$ cat src/rtl/prod_disp_pkg.sv
// Shared definitions for the multiplier display path: FSM encoding, BCD digit
// width and the digit-count helper used to size the converter.
package prod_disp_pkg;

    localparam int BCD_DIGIT_W = 4;

    typedef enum logic [0:0] {
        ST_IDLE = 1'b0,
        ST_CONV = 1'b1
    } conv_state_t;

    // Smallest digit count d such that 10**d exceeds the largest w-bit value.
    function automatic int digits_for_width(input int w);
        longint max_val;
        longint pow10;
        int     d;
        max_val = (longint'(1) << w) - 1;
        pow10   = 10;
        d       = 1;
        for (int i = 0; i < 19; i++) begin
            if (pow10 <= max_val) begin
                pow10 = pow10 * 10;
                d     = d + 1;
            end
        end
        return d;
    endfunction

endpackage

$ cat src/rtl/prod_bin2bcd_seq_digit_adj.sv
// One double-dabble correction cell: a BCD digit of 5 or more gets +3 so the
// following left shift carries correctly into the next decade.
module bcd_digit_adj
    import prod_disp_pkg::*;
(
    input  logic [BCD_DIGIT_W-1:0] din,
    output logic [BCD_DIGIT_W-1:0] dout
);

    always_comb begin
        dout = din;
        if (din >= BCD_DIGIT_W'(5)) begin
            dout = din + BCD_DIGIT_W'(3);
        end
    end

endmodule

$ cat src/rtl/prod_bin2bcd_seq.sv
// Sequential binary-to-BCD converter (shift-add-3, one bit per clock) feeding
// the seven-segment scanner with a packed BCD result and leading-zero blanks.
module prod_bin2bcd_seq
    import prod_disp_pkg::*;
#(
    parameter int WIDTH  = 8,
    parameter int DIGITS = digits_for_width(WIDTH)
) (
    input  logic                        clk,
    input  logic                        reset,
    input  logic [WIDTH-1:0]            in_data,
    input  logic                        in_valid,
    output logic                        in_ready,
    output logic [BCD_DIGIT_W*DIGITS-1:0] bcd,
    output logic [DIGITS-1:0]           blank,
    output logic                        done,
    output logic                        busy
);

    localparam int SCR_W = BCD_DIGIT_W * DIGITS;
    localparam int CNT_W = (WIDTH > 1) ? $clog2(WIDTH) : 1;
    localparam logic [CNT_W-1:0]  CNT_LAST  = CNT_W'(WIDTH - 1);
    localparam logic [DIGITS-1:0] BLANK_RST = {DIGITS{1'b1}} << 1;

    conv_state_t      state;
    conv_state_t      state_nxt;
    logic [WIDTH-1:0] bin_sr;
    logic [SCR_W-1:0] scr;
    logic [SCR_W-1:0] scr_adj;
    logic [SCR_W-1:0] scr_shift;
    logic             scr_unused_msb;
    logic [CNT_W-1:0] cnt;
    logic [DIGITS-1:0] blank_nxt;
    logic             accept;
    logic             last_iter;

    for (genvar i = 0; i < DIGITS; i++) begin : g_adj
        bcd_digit_adj u_adj (
            .din  (scr[BCD_DIGIT_W*i +: BCD_DIGIT_W]),
            .dout (scr_adj[BCD_DIGIT_W*i +: BCD_DIGIT_W])
        );
    end

    // The adjusted scratch never reaches its top bit for a correctly sized
    // DIGITS, so the bit shifted out of the scratch register is always zero.
    assign {scr_unused_msb, scr_shift} = {scr_adj, bin_sr[WIDTH-1]};

    assign blank_nxt[0] = 1'b0;
    for (genvar i = 1; i < DIGITS; i++) begin : g_blank
        assign blank_nxt[i] = ~|scr_shift[SCR_W-1:BCD_DIGIT_W*i];
    end

    always_ff @(posedge clk or negedge reset) begin
        if (!reset) begin
            state <= ST_IDLE;
        end else begin
            state <= state_nxt;
        end
    end

    always_comb begin
        state_nxt = state;
        in_ready  = 1'b0;
        busy      = 1'b0;
        accept    = 1'b0;
        last_iter = 1'b0;
        case (state)
            ST_IDLE: begin
                in_ready = 1'b1;
                if (in_valid) begin
                    accept    = 1'b1;
                    state_nxt = ST_CONV;
                end
            end
            ST_CONV: begin
                busy = 1'b1;
                if (cnt == CNT_LAST) begin
                    last_iter = 1'b1;
                    state_nxt = ST_IDLE;
                end
            end
            default: state_nxt = ST_IDLE;
        endcase
    end

    // Outputs only move on the final iteration, so the display never sees a
    // partially converted value.
    always_ff @(posedge clk or negedge reset) begin
        if (!reset) begin
            bin_sr <= '0;
            scr    <= '0;
            cnt    <= '0;
            bcd    <= '0;
            blank  <= BLANK_RST;
            done   <= 1'b0;
        end else begin
            done <= last_iter;
            if (accept) begin
                bin_sr <= in_data;
                scr    <= '0;
                cnt    <= '0;
            end else if (busy) begin
                bin_sr <= {bin_sr[WIDTH-2:0], 1'b0};
                scr    <= scr_shift;
                cnt    <= cnt + CNT_W'(1);
            end
            if (last_iter) begin
                bcd   <= scr_shift;
                blank <= blank_nxt;
            end
        end
    end

endmodule
$ cat config.mk
export PLATFORM = sky130hd
export DESIGN_NAME = prod_bin2bcd_seq
export DESIGN_NICKNAME = d
export VERILOG_FILES = /design/src/rtl/prod_disp_pkg.sv /design/src/rtl/prod_bin2bcd_seq_digit_adj.sv /design/src/rtl/prod_bin2bcd_seq.sv
export SDC_FILE = /design/constraint.sdc
export NUM_CORES = 1
export LEC_CHECK = 0
export CAP_MARGIN = 25
export CORE_ASPECT_RATIO = 1.25
export CORE_MARGIN = 4
export CORE_UTILIZATION = 53
export CTS_BUF_LIST = sky130_fd_sc_hd__clkbuf_16
export CTS_CLUSTER_DIAMETER = 80
export DETAILED_ROUTE_END_ITERATION = 8
export GPL_ROUTABILITY_DRIVEN = 1
export PLACE_DENSITY = 0.79
export SLEW_MARGIN = 30
export SYNTH_ARGS = -nofsm -noshare
export SYNTH_HDL_FRONTEND = slang
export SYNTH_SLANG_ARGS = --single-unit
$ cat constraint.sdc
create_clock -name clk -period 2 [get_ports clk]
set_clock_uncertainty 0.05 [all_clocks]
set_input_delay 0.3 -clock clk [delete_from_list [all_inputs] [get_ports clk]]
set_output_delay 0.3 -clock clk [all_outputs]
set_load 0.005 [all_outputs]
==> metrics.md, run 1 <==
| Metric | Value |
|---|---|
| Status | completed |
| Final Hold Vio Count | 0 |
| CTS root buffer | clkbuf_16 |
| Avg Inst Size Synth | 10.91 um^2 |
| Top post-synthesis cells by area | dfrtp_1 (50%), mux2i_1 (7.0%), ha_1 (5.4%), nand2_1 (4.9%), o21ai_0 (4.6%) |
| Worst Max-Slew Pin Slew | 0.8312 ns |
| DP HPWL | 2.617 mm |
| Synth-to-Final Area Change | 25.83% |
| Largest family of logic cells by synthesized area | compound AO/OA/AOI/OAI gates |
| Min Hold Slack | 0.07417 ns |
| Initial antenna violation count | 0 |
| Die span in y | 74.16 um |
| Synth Area in XOR/XNOR | 0.01416 |
| 1st-pass router iterations | 4 |
| Syn nets | 189 |
| Mapped Area | 1856 um^2 |
| RSZ-0062 raised after global routing | false |
| Flops & latches, synth | 39 |
| Register share of total power | 0.348 |
| GRT overflow | 0 |
| Switch Pwr | 1439 uW |
| Total Wirelength | 3.597 mm |
| Worst-path clk slew | 0.05 ns |
| Critical path endpoint category | primary output |
| Sequential area share after synthesis | 0.5273 |
| Setup TNS | 0 ns |
| Simple-Gate Fraction of Synth Area | 0.1194 |
| Number of synthesized flops with an enable pin | 0 |
| Post-synthesis compound-gate area fraction | 0.1423 |
| Num rows | 23 |
| Setup Viol. Count Final | 0 |
| Max Freq | 563.5 MHz |
| Initial Util | 0.5656 |
| Hold Crit Class | input pin to asynchronous set/reset pin |
| DR iter-0 viols | 65 |
| Remaining DRCs | 0 |
| Lkg Pwr | 0.001083 uW |
| Crit Path Category | register to primary output |
| GP Congestion | 0.7810 |
| Slew Limit Fails | 0 |
| Pwr Density | 1762 nW/um^2 |
| Post-synthesis cell type count | 35 |
| CP Launch Type | register |
| Die Width | 60.92 um |
| GRT Total Usage | 0.1882 |
| Clk Latency, worst-skew pair | 0.28 ns |
| Commonest non-fill, non-tap cells in the layout | dfrtp_1 (37), clkdlybuf4s50_1 (26), nand2_1 (24), o21ai_0 (17), mux2i_1 (13) |
| Post-synthesis mux area share | 0.1065 |
| Vias in the first global route | 1373 |
| First-pass GRT wire length | 6.382 mm |
| Post-DR vias/cell | 5.521 |
| Clock Path Buffers | 2 |
| Minimum clock period | 1.775 ns |
| Hold-fix buffers at CTS | 0 |
| CTS Buf Count | 5 |
| DIE AREA | 4518 um^2 |
| Layout cells sized above 1 | 0.1478 |
| Slew headroom | 0.4459 |
| Fill cells | 248 |
| Total power draw | 4113 uW |
| Path depth of the worst reg2reg path | 6 |
| Vias post-DR | 1325 |
| Top_reg_cell synth | dfrtp_1 |
| Commonest non-fill, non-tap cell in the layout | dfrtp_1 |
| CTS tree | yes |
| Max VDD drop | 0.001216 V |
| Worst EP arrival | 1.42 ns |
| Nets@finish | 221 |
| Post-synth ARST share | 1.000 |
| Gates resized, CTS repair | 0 |
| Largest net degree at the start of global routing | 40 |
| Int Pwr | 2673 uW |
| Antenna cells | 0 |
| H-tree Lvls | 2 |
| Critical path origin | state |
| Post-synth top area cell | dfrtp_1 |
| Routed wire per std cell | 14.99 um |
| Worst endpoint required time | 1.65 ns |
| Sw Ratio | 0.3500 |
| Max-cap viol count | 0 |
| Crit path max fanout | 8 |
| Warnings, synthesis | 0 |
| Combinational Power Share | 0.440 |
| Clock power share | 0.212 |
| Core area | 3281 um^2 |
| Synthesized instance count | 170 |
| Post-CTS setup buffers | 0 |
| # IOs | 29 |
| Adder-cell share of the synthesized area | 0.05394 |
| Post-DRT Antenna Nets | 0 |
| Final period utilization | 0.8874 |
| Share of Yosys cell area claimed by the top area cell type | 0.4990 |
| Beginning of the worst register-to-register path | scr[8] |
| PortBufs | 27 |
| Total clock sinks | 39 |
-- stage by stage --
stage          setup slack, ns  utilization  cell area, um^2  std cells
2_1_floorplan           0.4761            -             1856        170
3_3_place_gp            0.3781       0.6617             2171        232
3_5_place_dp            0.3446       0.6617             2171        232
4_1_cts                 0.2025       0.7117             2335        240
5_1_grt                 0.1491       0.7117             2335        240
6_report                0.2253       0.7117             2335        240
-- path summary, 6_finish.rpt --
kind	to	slack (ns)
min	scr[9]	0.07
min in group clk	blank[2]	0.43
max	in_ready	0.23
max in group asynchronous	cnt[2]	1.30
max reg2reg	blank[1]	0.32
min reg2reg	blank[2]	0.43
-- sequential cells by signal, indices dropped and copies added (netlist names) --
signal	count
state	1
bcd	12
cnt	3
bin_sr	8
blank	2
scr	12
done	1
-- cell type report --
class	instances	area [um^2]	share of cell area
Clock buffer	5	125.1	0.05359
Inverter	8	30.03	0.01286
Multi-Input combinational cell	116	813.3	0.3483
Tap cell	37	46.29	0.01983
Clock inverter	3	38.79	0.01661
Sequential cell	39	978.4	0.4191
Timing Repair Buffer	32	302.8	0.1297
-- power by group through the flow --
stage / Clock [uW] / Combinational, uW / Sequential, uW
4_1_cts: 885 / 1830 / 1430
5_1_grt: 937 / 2010 / 1480
3_5_place_dp: 0 / 1810 / 1440
6_report: 874 / 1810 / 1430
3_3_place_gp: 0 / 1720 / 1420
2_1_floorplan: 0 / 1160 / 1400
-- critical path: stages (launching register included) --
cell             delay, ns
dfrtp_1               0.37
inv_1                 0.22
clkdlybuf4s50_1       0.56
-- cells by family after synthesis --
| logic type | after synthesis |
|---|---|
| buffers and inverters | 15 |
| AOI/OAI and AO/OA | 39 |
| DFF | 39 |
| muxes | 19 |
| adders and majority gates | 8 |
| other | 1 |
| xor gates and xnor gates | 3 |
| and+or+nand+nor | 46 |
-- synthesized netlist by cell type, types with 2 or more instances --
library cell  count
nand2b_1          2
a21oi_1           3
mux2i_1          13
mux2_2            6
a22o_1            6
clkbuf_1          2
o21ai_1           3
inv_1             7
nand3_1           2
nor3_1            2
a21oi_2           3
a21o_1            2
dfrtp_1          37
o21ai_0          17
nor2_1            6
dfstp_2           2
nor3b_1           3
nand2_1          24
ha_1              8
buf_2             3
and2_1            3
xnor2_1           3
-- metal layers --
metal  share of wire  track usage  wire length (um)
met4           0.015      0.05542                53
met3           0.046      0.05556               167
met2            0.50       0.3127              1812
met5               0            0                 0
met1            0.43       0.2360              1564
No activity file was read; power rests on OpenSTA's default activity.
==> run 2, diff against run 1 <==
- CORE_MARGIN: 4 -> 2
==> run 2 against run 1 <==
  * Routed wire length up 0.61%
  * Sequential power about the same
  * Count of clock-buffer cells in the layout unchanged
  * Final area up 0.38%
  * Critical path depth unchanged
  * Core utilization down 2.7 points
  * Fmax down 1.5%
==> metrics.md, run 2 (same netlist as run 1, synthesis figures left out) <==
| Metric | Value |
|---|---|
| Max-cap viol count | 0 (unchanged) |
| RSZ-0062 raised after global routing | false |
| Critical path endpoint category | primary output |
| Routed wire per std cell | 14.83 um (-1.0%) |
| CP Launch Type | register |
| First-pass GRT wire length | 6.348 mm (-0.53%) |
| Post-DR vias/cell | 5.439 (-1.5%) |
| 1st-pass router iterations | 4 (unchanged) |
| DR iter-0 viols | 26 (-60%) |
| # IOs | 29 (unchanged) |
| Worst endpoint required time | 1.65 ns (about the same) |
| Post-DRT Antenna Nets | 0 (unchanged) |
| Clk Latency, worst-skew pair | 0.28 ns (about the same) |
| Num rows | 24 (+4.3%) |
| Final period utilization | 0.9009 (+0.01357) |
| Clock Path Buffers | 2 (unchanged) |
| GRT Total Usage | 0.2141 (+0.02590) |
| Status | completed |
| Critical path, cell by cell | inv_1, clkdlybuf4s50_1 |
| CP max stage delay | 0.55 ns (about the same) |
| Total clock sinks | 39 (unchanged) |
| Setup TNS | 0 ns (unchanged) |
| DIE AREA | 3993 um^2 (-12%) |
| Pre-CTS setup slack | 0.3051 ns (-0.03943 ns) |
| CTS tree | yes |
| Antenna cells | 0 (unchanged) |
| Stages on worst setup path | 2 (unchanged) |
| H-tree Lvls | 2 (unchanged) |
| Synth-to-Final Area Change | 26.30% |
| CP delay by family, top | buffers and inverters |
| Nets@finish | 223 (+0.90%) |
| Commonest non-fill, non-tap cell in the layout | dfrtp_1 |
| Largest regs | bcd: 12 flops, scr: 12 flops, bin_sr: 8 flops |
| Layout cells sized above 1 | 0.1561 (+0.008314) |
| Crit path max fanout | 8 (unchanged) |
| Worst-path clk slew | 0.05 ns (about the same) |
| Crit Path Category | register to primary output |
| Minimum clock period | 1.802 ns (+0.02714 ns) |
| Post-CTS setup buffers | 0 (unchanged) |
| Max VDD drop | 0.001189 V (-2.2%) |
| GP Congestion | 0.7214 (-7.6%) |
| DP HPWL | 2.653 mm (+1.4%) |
| Worst Slack Setup Final | 0.1981 ns (-0.02714 ns) |
| CP bufs+invs | 2 (unchanged) |
| Remaining DRCs | 0 (unchanged) |
| Path depth of the worst reg2reg path | 6 (unchanged) |
| Vias in the first global route | 1388 (+1.1%) |
| Die Width | 56.92 um (-6.6%) |
| Fill cells | 268 (+8.1%) |
| Worst EP arrival | 1.45 ns (+0.03 ns) |
| Commonest non-fill, non-tap cells in the layout | dfrtp_1 (37), clkdlybuf4s50_1 (26), nand2_1 (24), o21ai_0 (17), mux2i_1 (13) |
| Slew Limit Fails | 0 (unchanged) |
| Min Hold Slack | 0.4323 ns (+0.3582 ns) |
| CTS Buf Count | 5 (unchanged) |
| Initial antenna violation count | 0 (unchanged) |
| Die span in y | 70.16 um (-5.4%) |
| Pwr Density | 1705 nW/um^2 (-3.2%) |
| Total Wirelength | 3.619 mm (+0.61%) |
| PortBufs | 27 (unchanged) |
| Hold Crit Class | register to register |
| Core area | 3423 um^2 (+4.3%) |
| Hold Crit Depth | 2 |
| Vias post-DR | 1327 (+0.15%) |
| Worst path slowest cell | clkdlybuf4s50_1 |
| Total power draw | 3997 uW (-2.8%) |
| CTS root buffer | clkbuf_16 |
| Largest net degree at the start of global routing | 40 (unchanged) |
| Final Hold Vio Count | 0 (unchanged) |
| Lkg Pwr | 0.001088 uW (+0.53%) |
| Initial Util | 0.5420 (-0.02357) |
| Setup Viol. Count Final | 0 (unchanged) |
| GRT overflow | 0 (unchanged) |
| Max Freq | 555.0 MHz (-1.5%) |
run 2: cell types whose count changed in the layout (fill, tap and decap cells not counted):
cell | before | now
clkinv_1 | 1 | 0
buf_12 | 0 | 1
dlygate4sd3_1 | 0 | 1
bufinv_16 | 1 | 0
clkinv_2 | 1 | 3
run 2: final cells by class:
type	instances	area, um^2	share of cell area
Clock buffer	5	125.1	0.05339
Clock inverter	3	15.01	0.006407
Inverter	8	30.03	0.01281
Multi-Input combinational cell	116	813.3	0.3470
Sequential cell	39	978.4	0.4175
Tap cell	39	48.80	0.02082
Timing Repair Buffer	34	332.8	0.1420
run 2: final timing paths:
| path | slack [ns] | to | startpoint |
|---|---|---|---|
| worst max-delay path | 0.20 | in_ready | state |
| worst max register to register | 0.31 | blank[1] | cnt[0] |
| worst min register to register | 0.43 | bin_sr[4] | bin_sr[3] |
| worst min-delay path | 0.43 | bin_sr[4] | bin_sr[3] |
| min in group asynchronous | 0.46 | bcd[8] | reset |
| max in group asynchronous | 1.19 | blank[1] | reset |
run 2: metrics by stage:
step / area, um^2 / utilization / instances
floorplan: 1856 / - / 170
global placement: 2193 / 0.6407 / 235
detailed placement: 2193 / 0.6407 / 235
CTS: 2344 / 0.6846 / 244
global route: 2344 / 0.6846 / 244
finish: 2344 / 0.6846 / 244
run 2: report_power, final:
group	internal (uW)	total [uW]	switching, uW
Combinational	940	1800	860
Sequential	1160	1440	282
Clock	454	757	303
run 2: timing repair:
| action | in CTS | in global routing |
|---|---|---|
| endpoints found under the hold margin | 37 | 0 |
| hold buffers | 1 | 0 |
| resized for setup | 0 | 0 |
run 2: worst reg2reg max path: stages, from the launching register on:
cell	delay (ns)
dfrtp_1	0.36
ha_1	0.16
ha_1	0.14
nand2_1	0.15
inv_2	0.22
nand4_1	0.15
o41ai_2	0.37
run 2: routing by layer:
layer	vias up	track usage	part of all wire
li1	656	-	-
met1	641	0.2463	0.42
met2	25	0.3525	0.51
met3	5	0.06852	0.041
met4	0	0.1085	0.020
met5	-	0	0
